`config.mk`:
```
export PLATFORM = sky130hd
export DESIGN_NAME = wb_bus_arbiter
export DESIGN_NICKNAME = d
export VERILOG_FILES = /design/src/rtl/wb_bus_arbiter_pkg.sv /design/src/rtl/wb_arb_watchdog.sv /design/src/rtl/wb_bus_arbiter.sv
export SDC_FILE = /design/constraint.sdc
export NUM_CORES = 1
export LEC_CHECK = 0
export BUFFER_PORTS_ARGS = -buffer_cell sky130_fd_sc_hd__buf_2
export CELL_PAD_IN_SITES_DETAIL_PLACEMENT = 0
export CELL_PAD_IN_SITES_GLOBAL_PLACEMENT = 1
export CORE_AREA = 2 2 125 127
export DETAILED_ROUTE_END_ITERATION = 8
export DIE_AREA = 0 0 127 129
export GPL_ROUTABILITY_DRIVEN = 0
export PLACE_DENSITY = 0.68
export SYNTH_ARGS = -nofsm -noshare
export SYNTH_HDL_FRONTEND = slang
export SYNTH_HIERARCHICAL = 1
export SYNTH_SLANG_ARGS = --single-unit
```
`constraint.sdc`:
```
create_clock -name clk_i -period 6.15 [get_ports clk_i]
set_clock_uncertainty 0.05 [all_clocks]
set_input_delay 1.5375 -clock clk_i [delete_from_list [all_inputs] [get_ports clk_i]]
set_output_delay 1.5375 -clock clk_i [all_outputs]
set_load 0.01 [all_outputs]
```
`src/rtl/wb_bus_arbiter_pkg.sv`:
```
// Shared encodings for the two-master Wishbone arbiter: FSM states, grant bit positions
// and the arbitration rule applied from idle or on a handoff.
package wb_bus_arbiter_pkg;

  localparam logic [1:0] ARB_IDLE  = 2'd0;
  localparam logic [1:0] ARB_GNT_I = 2'd1;
  localparam logic [1:0] ARB_GNT_D = 2'd2;

  localparam int GNT_I = 0;
  localparam int GNT_D = 1;

  // D wins an uncontested tie after reset; afterwards the previous loser wins.
  function automatic logic [1:0] arb_pick(input logic i_req, input logic d_req,
                                          input logic last_was_d);
    logic [1:0] pick;
    pick = ARB_IDLE;
    if (i_req && d_req) pick = last_was_d ? ARB_GNT_I : ARB_GNT_D;
    else if (d_req)     pick = ARB_GNT_D;
    else if (i_req)     pick = ARB_GNT_I;
    return pick;
  endfunction

endpackage

```
`src/rtl/wb_arb_watchdog.sv`:
```
// Bus-timeout counter: counts strobed cycles without ack and flags a one-cycle error
// on the final allowed cycle. TIMEOUT_CYCLES=0 disables it.
module wb_arb_watchdog #(
  parameter int TIMEOUT_CYCLES = 256,
  parameter int TO_WIDTH       = 9
) (
  input  logic clk_i,
  input  logic rst_i,
  input  logic run_i,
  input  logic clear_i,
  output logic err_o
);

  localparam int                  LAST_I  = (TIMEOUT_CYCLES > 0) ? TIMEOUT_CYCLES - 1 : 0;
  localparam logic [TO_WIDTH-1:0] LAST    = TO_WIDTH'(LAST_I);
  localparam bit                  ENABLED = (TIMEOUT_CYCLES > 0);

  logic [TO_WIDTH-1:0] count;
  logic                expire;

  assign expire = ENABLED && run_i && (count == LAST);
  assign err_o  = expire;

  always_ff @(posedge clk_i or posedge rst_i) begin
    if (rst_i) begin
      count <= '0;
    end else if (clear_i || !run_i || expire) begin
      count <= '0;
    end else begin
      count <= count + TO_WIDTH'(1);
    end
  end

endmodule

```
`src/rtl/wb_bus_arbiter.sv`:
```
// Two-master (I, D) to one-slave Wishbone arbiter with grants held for the whole cycle,
// direct handoff on cyc drop, and a timeout watchdog that returns err to the granted master.
module wb_bus_arbiter
  import wb_bus_arbiter_pkg::*;
#(
  parameter int TIMEOUT_CYCLES = 256,
  parameter int TO_WIDTH       = 9
) (
  input  logic        clk_i,
  input  logic        rst_i,

  input  logic [31:0] wb_I_adr_i,
  input  logic [31:0] wb_I_dat_i,
  input  logic [3:0]  wb_I_sel_i,
  input  logic        wb_I_we_i,
  input  logic        wb_I_cyc_i,
  input  logic        wb_I_stb_i,
  output logic [31:0] wb_I_dat_o,
  output logic        wb_I_ack_o,
  output logic        wb_I_err_o,

  input  logic [31:0] wb_D_adr_i,
  input  logic [31:0] wb_D_dat_i,
  input  logic [3:0]  wb_D_sel_i,
  input  logic        wb_D_we_i,
  input  logic        wb_D_cyc_i,
  input  logic        wb_D_stb_i,
  output logic [31:0] wb_D_dat_o,
  output logic        wb_D_ack_o,
  output logic        wb_D_err_o,

  output logic [31:0] wb_adr_o,
  output logic [31:0] wb_dat_o,
  output logic [3:0]  wb_sel_o,
  output logic        wb_we_o,
  output logic        wb_cyc_o,
  output logic        wb_stb_o,
  input  logic [31:0] wb_dat_i,
  input  logic        wb_ack_i,

  output logic [1:0]  gnt_o
);

  logic [1:0] state;
  logic [1:0] state_next;
  logic       last_was_d;
  logic       grant_i;
  logic       grant_d;
  logic       timeout_err;

  // A granted master keeps the bus while its cyc stays high; otherwise re-arbitrate
  // on the same edge so there is no idle bubble between owners.
  always_comb begin
    state_next = arb_pick(wb_I_cyc_i, wb_D_cyc_i, last_was_d);
    case (state)
      ARB_GNT_I: if (wb_I_cyc_i) state_next = ARB_GNT_I;
      ARB_GNT_D: if (wb_D_cyc_i) state_next = ARB_GNT_D;
      default: ;
    endcase
  end

  always_ff @(posedge clk_i or posedge rst_i) begin
    if (rst_i) begin
      state      <= ARB_IDLE;
      last_was_d <= 1'b0;
    end else begin
      state <= state_next;
      if (state_next != ARB_IDLE) last_was_d <= (state_next == ARB_GNT_D);
    end
  end

  assign grant_i      = (state == ARB_GNT_I);
  assign grant_d      = (state == ARB_GNT_D);
  assign gnt_o[GNT_I] = grant_i;
  assign gnt_o[GNT_D] = grant_d;

  always_comb begin
    wb_adr_o = '0;
    wb_dat_o = '0;
    wb_sel_o = '0;
    wb_we_o  = 1'b0;
    wb_cyc_o = 1'b0;
    wb_stb_o = 1'b0;
    if (grant_i) begin
      wb_adr_o = wb_I_adr_i;
      wb_dat_o = wb_I_dat_i;
      wb_sel_o = wb_I_sel_i;
      wb_we_o  = wb_I_we_i;
      wb_cyc_o = wb_I_cyc_i;
      wb_stb_o = wb_I_cyc_i & wb_I_stb_i;
    end else if (grant_d) begin
      wb_adr_o = wb_D_adr_i;
      wb_dat_o = wb_D_dat_i;
      wb_sel_o = wb_D_sel_i;
      wb_we_o  = wb_D_we_i;
      wb_cyc_o = wb_D_cyc_i;
      wb_stb_o = wb_D_cyc_i & wb_D_stb_i;
    end
  end

  wb_arb_watchdog #(
    .TIMEOUT_CYCLES (TIMEOUT_CYCLES),
    .TO_WIDTH       (TO_WIDTH)
  ) u_watchdog (
    .clk_i   (clk_i),
    .rst_i   (rst_i),
    .run_i   (wb_stb_o & ~wb_ack_i),
    .clear_i (state_next != state),
    .err_o   (timeout_err)
  );

  assign wb_I_dat_o = wb_dat_i;
  assign wb_D_dat_o = wb_dat_i;
  assign wb_I_ack_o = wb_ack_i & grant_i;
  assign wb_D_ack_o = wb_ack_i & grant_d;
  assign wb_I_err_o = timeout_err & grant_i;
  assign wb_D_err_o = timeout_err & grant_d;

endmodule

```
==> out/metrics.cfg <==
[route]
wl_um=11000
dr_total_vias=2345
drtIter0Drc=78
vias_per_cell=4.13
wire_per_inst_um=19.3
drc=0
drt-pass1-iter-count=4
ant_nets=0

[critical_path]
crit-reg2reg-launch=state[1]
critical_path_class=reg -> out
cp.arrival_ns=2.84
end_kind=output port
critical_path_required_ns=4.56
r2r_cells=10
ff2ff_setup_slack_ns=3.31
critPathLaunchType=flip-flop
critPathLaunch=state[0]
worstPathMaxFanout=48

[logic_synthesis]
synth.ff_latch_count=12
synth_nets=419
ys_seq_area_frac=0.152
synth_area_leaders=a22o_1 (31%), buf_4 (25%), dfrtp_1 (15%), buf_2 (3.8%), ha_1 (2.5%)
syn_inst=238
synth_cell_types=28
synth_common_cells=a22o_1 (69), buf_4 (66), buf_2 (15)
synth.most_common_cell=a22o_1
ys.flop_type=dfrtp_1
avgSynthCellArea_um2=8.27
synth_top_cell_area_share=0.307
netlist_area_um2=1970
yosysWarnings=6
synthArstFlopShare=1.00
synth_top_area_cell=a22o_1
synth_edf_count=0

[floorplan]
die_w_um=127
core_area_um2=15000
io_pins=318
die_height_um=129
die_area_um2=16400
start_util=0.131
num_rows=45

[power_and_ir_drop]
p_leak_nw=1.59
power.internal_mw=0.584
pwr-share-comb=0.803
swShare=0.513
ir_drop_mv=0.194
power_density_nw_per_um2=427
p_switching_mw=0.615
pwr-share-seq=0.085
p_clk_frac=0.112

[timing]
whs_ns=0.415
tns_ns=0
rsz0062_at_grt=false
worst-slew-pin-transition_ns=1.13
min_period_over_period=0.720
period_needed_ns=4.43
fmax_mhz=226
hold_viol_final=0
slew_headroom=0.244
drv_slew=0
finalSetupViolations=0

[layout]
syn_to_final_growth_pct=42.6
nets=562
multi_input_area_um2=1040
diodes=0
seqCellArea_um2=300
n_fill_cell=1720
drive_gt1_frac=0.621

[place]
place_hpwl_um=9340
port_buffers=221

[clock_network]
clk_pin_slew_ns=0.04
cts_tree=built
numCtsBuffers=3
clk_path_buf_depth=2
worst_skew_pair.late_latency_ns=0.24
htreeDepth=1
cts_sinks=12
cts_root_buf=clkbuf_16
post-cts-setup-buffers=0
cts_resized=0
cts_hold_buf=0

[grt]
grt_overflow=0
grt_max_degree=80
grt_usage=0.118
antenna_found_initial=1
grt_pass1_vias=2164
grt_pass1_wl_um=13900

[hold_path]
holdPathStages=1
worst_hold_startpoint=u_watchdog/count[0]
holdCritPathClass=reg -> reg

[outcome]
status=complete, no violations

[flow_run]
cap_violations=0

-- cells by family (layout without fill, tap and decap cells) --
kind of cell / after synthesis / count (layout) / synth area share
xor gates and xnor gates: 3 / 3 / 0.0133
adders and majority gates: 4 / 4 / 0.0254
AOI/OAI and AO/OA: 85 / 85 / 0.362
and+or+nand+nor: 42 / 42 / 0.116
DFF: 12 / 12 / 0.152
buffers and inverters: 91 / 233 / 0.324
muxes: 1 / 1 / 0.00699
-- metal layers --
layer	part of all wire	vias to the layer above	GRT usage	routed length, µm
met5	0.0012	-	0	13
met4	0.0050	2	0.0162	55
met3	0.17	8	0.0873	1820
met2	0.42	170	0.162	4580
met1	0.41	1072	0.150	4500
li1	-	1093	-	-
-- worst max-delay path: stages (launching register included) --
cell	delay (ns)
dfrtp_1	0.40
inv_1	0.08
ha_1	0.35
nor2b_4	0.95
buf_4	0.41
a22o_1	0.17
buf_2	0.17
-- path summary, 6_finish.rpt --
check | end
worst max-delay path | wb_dat_o[31]
worst min-delay path | u_watchdog/count[0]
worst max register to register | u_watchdog/count[5]
worst min register to register | u_watchdog/count[0]
max in group asynchronous | u_watchdog/count[7]
min in group asynchronous | last_was_d
-- state kept, by name, indices dropped and copies added, names as in the netlist --
register / flops
state: 2
last_was_d: 1
u_watchdog/count: 9
-- layout make-up --
type                            count  share of cell area
Multi-Input combinational cell    135               0.371
Sequential cell                    12               0.107
Inverter                            6             0.00802
Timing Repair Buffer              223               0.399
Tap cell                          188              0.0837
Clock buffer                        4              0.0316
-- power by group through the flow --
stage	clock [mW]	combinational, mW	sequential, mW
floorplan	0	0.642	0.0992
global placement	0	0.959	0.101
detailed placement	0	0.971	0.102
CTS	0.137	0.979	0.101
global route	0.142	1.06	0.103
finish	0.134	0.962	0.102
-- through the flow --
| step | instances | instance area, µm² | worst slack [ns] | total power, mW | utilization |
|---|---|---|---|---|---|
| 2_1_floorplan | 238 | 1970 | 1.96 | 0.741 | - |
| 3_3_place_gp | 564 | 2720 | 1.98 | 1.06 | 0.182 |
| 3_5_place_dp | 564 | 2720 | 1.90 | 1.07 | 0.182 |
| 4_1_cts | 568 | 2810 | 1.67 | 1.22 | 0.188 |
| 5_1_grt | 568 | 2810 | 1.45 | 1.31 | 0.188 |
| 6_report | 568 | 2810 | 1.72 | 1.20 | 0.188 |
-- cell usage in the layout, fill, tap and decap left out, drive strengths merged, types with 2 or more instances in the layout --
cell / instances
nand2: 8
inv: 6
nor3b: 2
a21oi: 4
clkbuf: 4
and2: 6
a211oi: 3
xor2: 2
nand4: 3
buf: 223
or3: 3
ha: 4
nor2b: 3
dfrtp: 12
nand3: 7
nor2: 8
o21ai: 6
a22o: 69
(Power assumes the default switching activity.)
